`src/rtl/btn_event_arbiter.sv`:
```
// btn_event_arbiter: per-channel sync, debounce and press latch, round-robin
// serialised onto one valid/ready event port.
// Ports: clk; rst (sync, active-high); btn_in[N] raw buttons;
//   btn_level[N] debounced levels; evt_valid/evt_ready/evt_id/evt_long
//   event port; ovf[N] sticky overflow flags; ovf_clr clears them.
// Option: define BTN_LONG_PRESS_EN to add long-press events.
module btn_event_arbiter #(
   parameter int N             = 4,
   parameter int ID_W          = 2,
   parameter int STABLE_CYCLES = 4,
   parameter int CNT_W         = 16,
   parameter int LONG_CYCLES   = 1000
) (
   input  logic            clk,
   input  logic            rst,
   input  logic [N-1:0]    btn_in,
   output logic [N-1:0]    btn_level,
   output logic            evt_valid,
   input  logic            evt_ready,
   output logic [ID_W-1:0] evt_id,
   output logic            evt_long,
   output logic [N-1:0]    ovf,
   input  logic            ovf_clr
);

   localparam logic [CNT_W-1:0] STABLE_LAST = CNT_W'(STABLE_CYCLES - 1);

   logic [N-1:0]     s1, s2, pend, press, req, sel, pend_clr;
   logic [CNT_W-1:0] cnt [N];
   logic [ID_W-1:0]  rr, gnt_idx, rr_nxt;
   logic             slot_free, gnt_any, take_pend, fire;

   // A press is the cycle the filter is about to flip level 0->1.
   always_comb begin
      press = '0;
      for (int i = 0; i < N; i++)
         press[i] = s2[i] && !btn_level[i] && (cnt[i] == STABLE_LAST);
   end

   // First requester at or above rr, wrapping.
   always_comb begin
      gnt_any = 1'b0;
      gnt_idx = '0;
      for (int k = 0; k < N; k++) begin
         if (!gnt_any && req[(int'(rr) + k) % N]) begin
            gnt_any = 1'b1;
            gnt_idx = ID_W'((int'(rr) + k) % N);
         end
      end
   end

   assign slot_free = !evt_valid || evt_ready;
   assign fire      = slot_free && gnt_any;
   assign sel       = N'(1) << gnt_idx;
   assign rr_nxt    = (gnt_idx == ID_W'(N - 1)) ? '0 : gnt_idx + ID_W'(1);
   assign pend_clr  = (fire && take_pend) ? sel : '0;

   always_ff @(posedge clk) begin
      if (rst) begin
         s1        <= '0;
         s2        <= '0;
         btn_level <= '0;
         pend      <= '0;
         ovf       <= '0;
         rr        <= '0;
         evt_valid <= 1'b0;
         evt_id    <= '0;
         for (int i = 0; i < N; i++)
            cnt[i] <= '0;
      end else begin
         s1 <= btn_in;
         s2 <= s1;
         for (int i = 0; i < N; i++) begin
            if (s2[i] != btn_level[i]) begin
               if (cnt[i] == STABLE_LAST) begin
                  btn_level[i] <= s2[i];
                  cnt[i]       <= '0;
               end else begin
                  cnt[i] <= cnt[i] + CNT_W'(1);
               end
            end else begin
               cnt[i] <= '0;
            end
         end
         // A press landing on the cycle its pend bit is granted re-arms it.
         pend <= (pend & ~pend_clr) | press;
         ovf  <= (ovf & ~{N{ovf_clr}}) | (press & pend & ~pend_clr);
         if (slot_free) begin
            evt_valid <= gnt_any;
            if (gnt_any) begin
               evt_id <= gnt_idx;
               rr     <= rr_nxt;
            end
         end
      end
   end

`ifdef BTN_LONG_PRESS_EN
   localparam logic [CNT_W-1:0] LONG_MAX = CNT_W'(LONG_CYCLES);

   logic [N-1:0]     lpend, lset, lpend_clr;
   logic [CNT_W-1:0] hcnt [N];

   assign req       = pend | lpend;
   assign take_pend = |(sel & pend);
   assign lpend_clr = (fire && !take_pend) ? sel : '0;

   // Hold counter saturates at LONG_MAX so lset fires once per press.
   always_comb begin
      lset = '0;
      for (int i = 0; i < N; i++)
         lset[i] = btn_level[i] && (hcnt[i] == LONG_MAX - CNT_W'(1));
   end

   always_ff @(posedge clk) begin
      if (rst) begin
         lpend    <= '0;
         evt_long <= 1'b0;
         for (int i = 0; i < N; i++)
            hcnt[i] <= '0;
      end else begin
         for (int i = 0; i < N; i++) begin
            if (press[i])
               hcnt[i] <= '0;
            else if (btn_level[i] && hcnt[i] != LONG_MAX)
               hcnt[i] <= hcnt[i] + CNT_W'(1);
         end
         lpend <= (lpend & ~lpend_clr) | lset;
         if (fire)
            evt_long <= !take_pend;
      end
   end
`else
   assign req       = pend;
   assign take_pend = 1'b1;
   assign evt_long  = 1'b0;
`endif

endmodule

```
`config.mk`:
```
export PLATFORM = sky130hd
export DESIGN_NAME = btn_event_arbiter
export DESIGN_NICKNAME = d
export VERILOG_FILES = /design/src/rtl/btn_event_arbiter.sv
export SDC_FILE = /design/constraint.sdc
export NUM_CORES = 1
export LEC_CHECK = 0
export BUFFER_PORTS_ARGS = -buffer_cell sky130_fd_sc_hd__buf_2
export CORE_MARGIN = 2
export CORE_UTILIZATION = 35
export CTS_CLUSTER_DIAMETER = 40
export DETAILED_ROUTE_END_ITERATION = 10
export PLACE_DENSITY_LB_ADDON = 0.3
export SETUP_SLACK_MARGIN = 0.05
export SYNTH_ARGS = -nofsm -noshare
export SYNTH_HDL_FRONTEND = slang
export SYNTH_SLANG_ARGS = --single-unit
```
`constraint.sdc`:
```
create_clock -name clk -period 2.2 [get_ports clk]
set_input_delay 0.11 -clock clk [delete_from_list [all_inputs] [get_ports clk]]
set_output_delay 0.11 -clock clk [all_outputs]
set_load 0.005 [all_outputs]
```
Word-level counts from Yosys, hierarchy flattened
Memory sizes are Yosys's and may differ from the RTL's.
Cells that the tools add are included.
{ "word_totals": {"regBits": 25, "ram_bits": 64, "in_bits": 8, "output_inout_bits": 12, "wordCells": 165, "n_memories": 1} }
{ "op_classes": {"n_addsub": 8, "n_lt_le_gt_ge": 4, "eq_ne": 9, "shift": 1, "muxes": 79, "bitwise": 23, "n_reduce_logical": 29} }
{ "mem_list": {"columns": ["name", "words", "word_bits", "read_ports", "rd_ports_with_merged_regs", "wr", "line_no", "source"], "rows": [
  ["cnt", 4, 16, 4, 0, 4, "29", "logic [CNT_W-1:0] cnt [N];"]
]} }
{ "op_table": {"columns": ["operator", "n"], "rows": [
  ["$mux W16", 12],
  ["$add A16 B1 Y16 const B", 4],
  ["$eq A16 B2 Y1 const B", 4],
  ["$mux W1", 57],
  ["$and A4 B4 Y4", 4],
  ["$logic_and A1 B1 Y1", 12],
  ["$lt A3 B4 Y1 const B", 3],
  ["$or A1 B1 Y1", 12],
  ["$mux W2", 5],
  ["$reduce_and A2 Y1", 5],
  ["$bmux W1 S2", 4],
  ["$logic_not A1 Y1", 8],
  ["$not A4 Y4", 2],
  ["$or A4 B4 Y4", 2],
  ["$reduce_or A2 Y1", 3],
  ["$add A2 B1 Y2 const B", 2],
  ["$add A2 B2 Y2 const B", 2],
  ["$mux W4", 1],
  ["$ne A1 B1 Y1", 4],
  ["$shl A1 B2 Y4 const A", 1],
  ["$and A1 B1 Y1 const A", 3],
  ["$lt A2 B3 Y1 const B", 1],
  ["$eq A2 B2 Y1 const B", 1],
  ["$logic_or A1 B1 Y1", 1]
]} }

Depth between registers and ports, before layout
{ "logic_depth": {"ltp_word": 19, "mapped_depth": 9, "ltp_nobuf": 8} }

Worst setup path before layout
Ideal clock, no wire load.
{ "synth_path": {"path_type": "register to register", "start": "memory cnt[3][0]", "end": "memory cnt[3][9], data pin", "setup_time_ns": 0.258, "arrival_time_ns": 1.593, "required_time_ns": 1.942, "path_slack_ns": 0.349, "stages_incl_launch_ff": 8, "n_path_buf": 2, "period_less_slack_ns": 1.851, "path_cell_list": "edfxtp_1 -> ha_1 -> nor4b_1 -> and4_4 -> or3_1 -> buf_2 -> buf_8 -> nor2_4"} }
{ "synth_lines": {"columns": ["element", "line_no"], "rows": [
  ["start: declaration", "29"]
]} }

==> summary.txt <==
Place
  – Post-Place Cells: 703
  – Post-DP HPWL: 6350 um
  – Global placer's final weighted congestion: 0.815
  – DP Worst Slack: 0.278 ns
  – IO Port Bufs: 18
  – DP Area: 5320 um^2

Setup path
  – Max Fanout on Critical Path: 16
  – Critical Path Start: cnt[2][0]$_SDFFCE_PP0P_
  – Worst EP required: 2.29 ns
  – R2R Setup Slk: 0.23 ns
  – Worst setup EP type: flop
  – R2R Path Start: cnt[2][0]$_SDFFCE_PP0P_
  – FF-to-FF End: cnt[2][13]$_SDFFCE_PP0P_
  – Worst path slowest cell: nor4b_1
  – CP peak stage delay: 0.43 ns
  – CP Launch Type: flop
  – CP Capture Point: cnt[2][13]$_SDFFCE_PP0P_
  – Critical path type: flop to flop
  – Critical Path AT: 2.06 ns
  – Reg2reg path depth: 6
  – Critical-path cell list: ha_1 -> nor4b_1 -> and4_1 -> or3_1 -> buf_4 -> nor2_1

Logic synthesis
  – Top cells by area, synth: edfxtp_1 (40%), dfxtp_1 (10%), xnor2_1 (6.7%), nor2_1 (4.2%), nor2_4 (3.7%)
  – Post-synth top area share: 39.7%
  – Synth warn: 0
  – Synthesized flop and latch total: 89
  – Commonest cells post-synth: edfxtp_1 (64), nor2_1 (54), xnor2_1 (37)
  – Post-Syn Area: 4840 um^2
  – Cell taking the most area after synthesis: edfxtp_1
  – Cells after synthesis: 456
  – Register area share after synthesis: 50.1%
  – Avg Inst Size Synth: 10.6 um^2
  – Most common cell in the netlist: edfxtp_1
  – Post-synthesis cell type count: 54
  – EDFF count, synth: 64
  – Top FF cell, synth: edfxtp_1
  – Post-synth ARST share: 0%

Finish
  – FF+latch area: 2420 um^2
  – Layout cell share with drive strength beyond 1: 14.1%
  – Final Cell Area: 5650 um^2
  – N_diodes: 0
  – Area Overhead vs Synth: 16.8%
  – Post-layout net count: 561
  – Footprint of the multi-input gates: 2420 um^2
  – Non-Filler Instances: 722
  – FILL cells: 1314

Global route
  – Global-route wire length before repair: 15100 um
  – Grt ovf: 0
  – Initial antenna violation count: 0
  – Gr usage total: 12.8%
  – Vias in the first global route: 3206
  – Largest net degree at the start of global routing: 19

STA
  – RSZ-0062 raised after global routing: no
  – Final setup fails: 0
  – Final setup margin: 0.233 ns
  – Max Fclk: 508 MHz
  – Setup Skew: 0.00744 ns
  – Max Slew Vio Count: 0
  – Min Clock Period, post-route: 1.97 ns
  – Setup TNS: 0 ns
  – Min Hold Slack: 0.0262 ns
  – Final Hold Fails: 0
  – Fin crit share: 89.4%

Power and ir drop
  – VDD IR-drop max: 0.000471 V
  – Pwr dens: 638 nW/um^2
  – Leakage Power: 0.00195 uW

Min path
  – Hold Crit Depth: 2
  – Type of the worst min-delay path: input port to flop
  – Hold Startpoint: btn_in[0]

Die
  – Die ar.: 14800 um^2
  – Core area: 13300 um^2
  – Die W: 122 um
  – Number of core rows: 42
  – I/O pins: 20
  – Die height: 122 um
  – Initial Util: 36.3%

Clocking
  – TritonCTS clock tree: yes
  – Worst-path clk slew: 0.06 ns
  – Worst-case clock buffer depth: 2
  – Clk_lat worst skew: 0.34 ns
  – CTS resizes: 0
  – # Post-CTS Setup Buffers: 0
  – CTS root buf: clkbuf_16
  – Clock Sinks: 89
  – H-tree depth: 3
  – Cts bufs inserted: 9

Drt
  – Drt first pass iters: 4
  – Vias: 3377
  – DRC viols: 0
  – DRT iter0 DRCs: 224
  – Routed len/inst: 12.1 um
  – Vias per cell: 4.68
  – Final WL: 8730 um
  – Post-route antenna net violation count: 0

Job
  – Max-cap violations: 0

Outcome
  – Outcome: completed
-- state kept, by name, summed over array words and instances, names as in the netlist --
register,count
pend,4
btn_level,4
evt_valid,1
s1,4
s2,4
cnt,64
rr,2
evt_id,2
ovf,4
-- worst min path at each step --
stage	slack, ns	endpoint
after floorplan	0.24	s1[0]$_SDFF_PP0_
after global placement	0.32	s1[1]$_SDFF_PP0_
after detailed placement	0.33	s1[3]$_SDFF_PP0_
after CTS	0.02	s1[0]$_SDFF_PP0_
after global routing	0.03	s1[0]$_SDFF_PP0_
final	0.03	s1[0]$_SDFF_PP0_
-- cells in the final DEF, fill, tap and decap left out, types with 17 or more instances in the layout --
cell / netlist / layout
edfxtp_1: 64 / 64
nand3_1: 22 / 22
nor4_1: 22 / 22
nand2_1: 26 / 26
conb_1: 2 / 65
nor2_1: 54 / 54
dfxtp_1: 25 / 25
inv_1: 22 / 22
buf_2: 3 / 18
xnor2_1: 37 / 37
nand4_1: 17 / 17
-- final cells by class --
type | instances | area share, %
inverters | 22 | 1.46
repair buffers | 29 | 3.63
well taps | 176 | 3.90
flip-flops and latches | 89 | 42.9
clock buffers | 11 | 4.67
clock inverters | 5 | 0.620
multi-input cells | 390 | 42.9
-- metrics by stage --
| stage | total power (uW) | util [%] |
|---|---|---|
| 3_5_place_dp | 2120 | 39.9 |
| 4_1_cts | 3660 | 42.4 |
| 2_1_floorplan | 2080 | - |
| 6_report | 3610 | 42.4 |
| 3_3_place_gp | 2120 | 39.9 |
| 5_1_grt | 3750 | 42.4 |
-- worst max-delay path: cells and delay by family, from the launching register on --
family | cells | cell delay (ns)
flops | 1 | 0.39
fa+ha+maj | 1 | 0.22
buf+inv | 1 | 0.21
simple gates | 4 | 0.90
-- metal layers --
layer	GRT usage, %	vias up	wire length [um]
met5	0	-	0
li1	-	1735	-
met3	4.45	7	366
met1	16.5	1592	4100
met4	3.38	0	62
met2	20.7	43	4200
-- kinds of logic (layout without fill, tap and decap cells) --
kind of cell	Yosys count	count (layout)	synth area share, %
and+or+nand+nor	227	227	27.9
DFF	89	89	50.1
xor gates and xnor gates	52	52	9.41
buffers and inverters	40	67	4.76
AOI/OAI and AO/OA	31	31	4.01
adders and majority gates	12	12	3.10
muxes	3	3	0.621
other	2	65	0.155
-- where the power goes --
| group | internal (uW) | switching, uW |
|---|---|---|
| Sequential | 1850 | 70.7 |
| Combinational | 70.9 | 98.4 |
| Clock | 868 | 645 |
-- timing repair --
item                                    4_1_cts  5_1_grt
endpoints found under the setup margin        0        0
hold endpoints to repair                      3        0
hold buffers                                  3        0
Power figures use the tool's default switching activity.
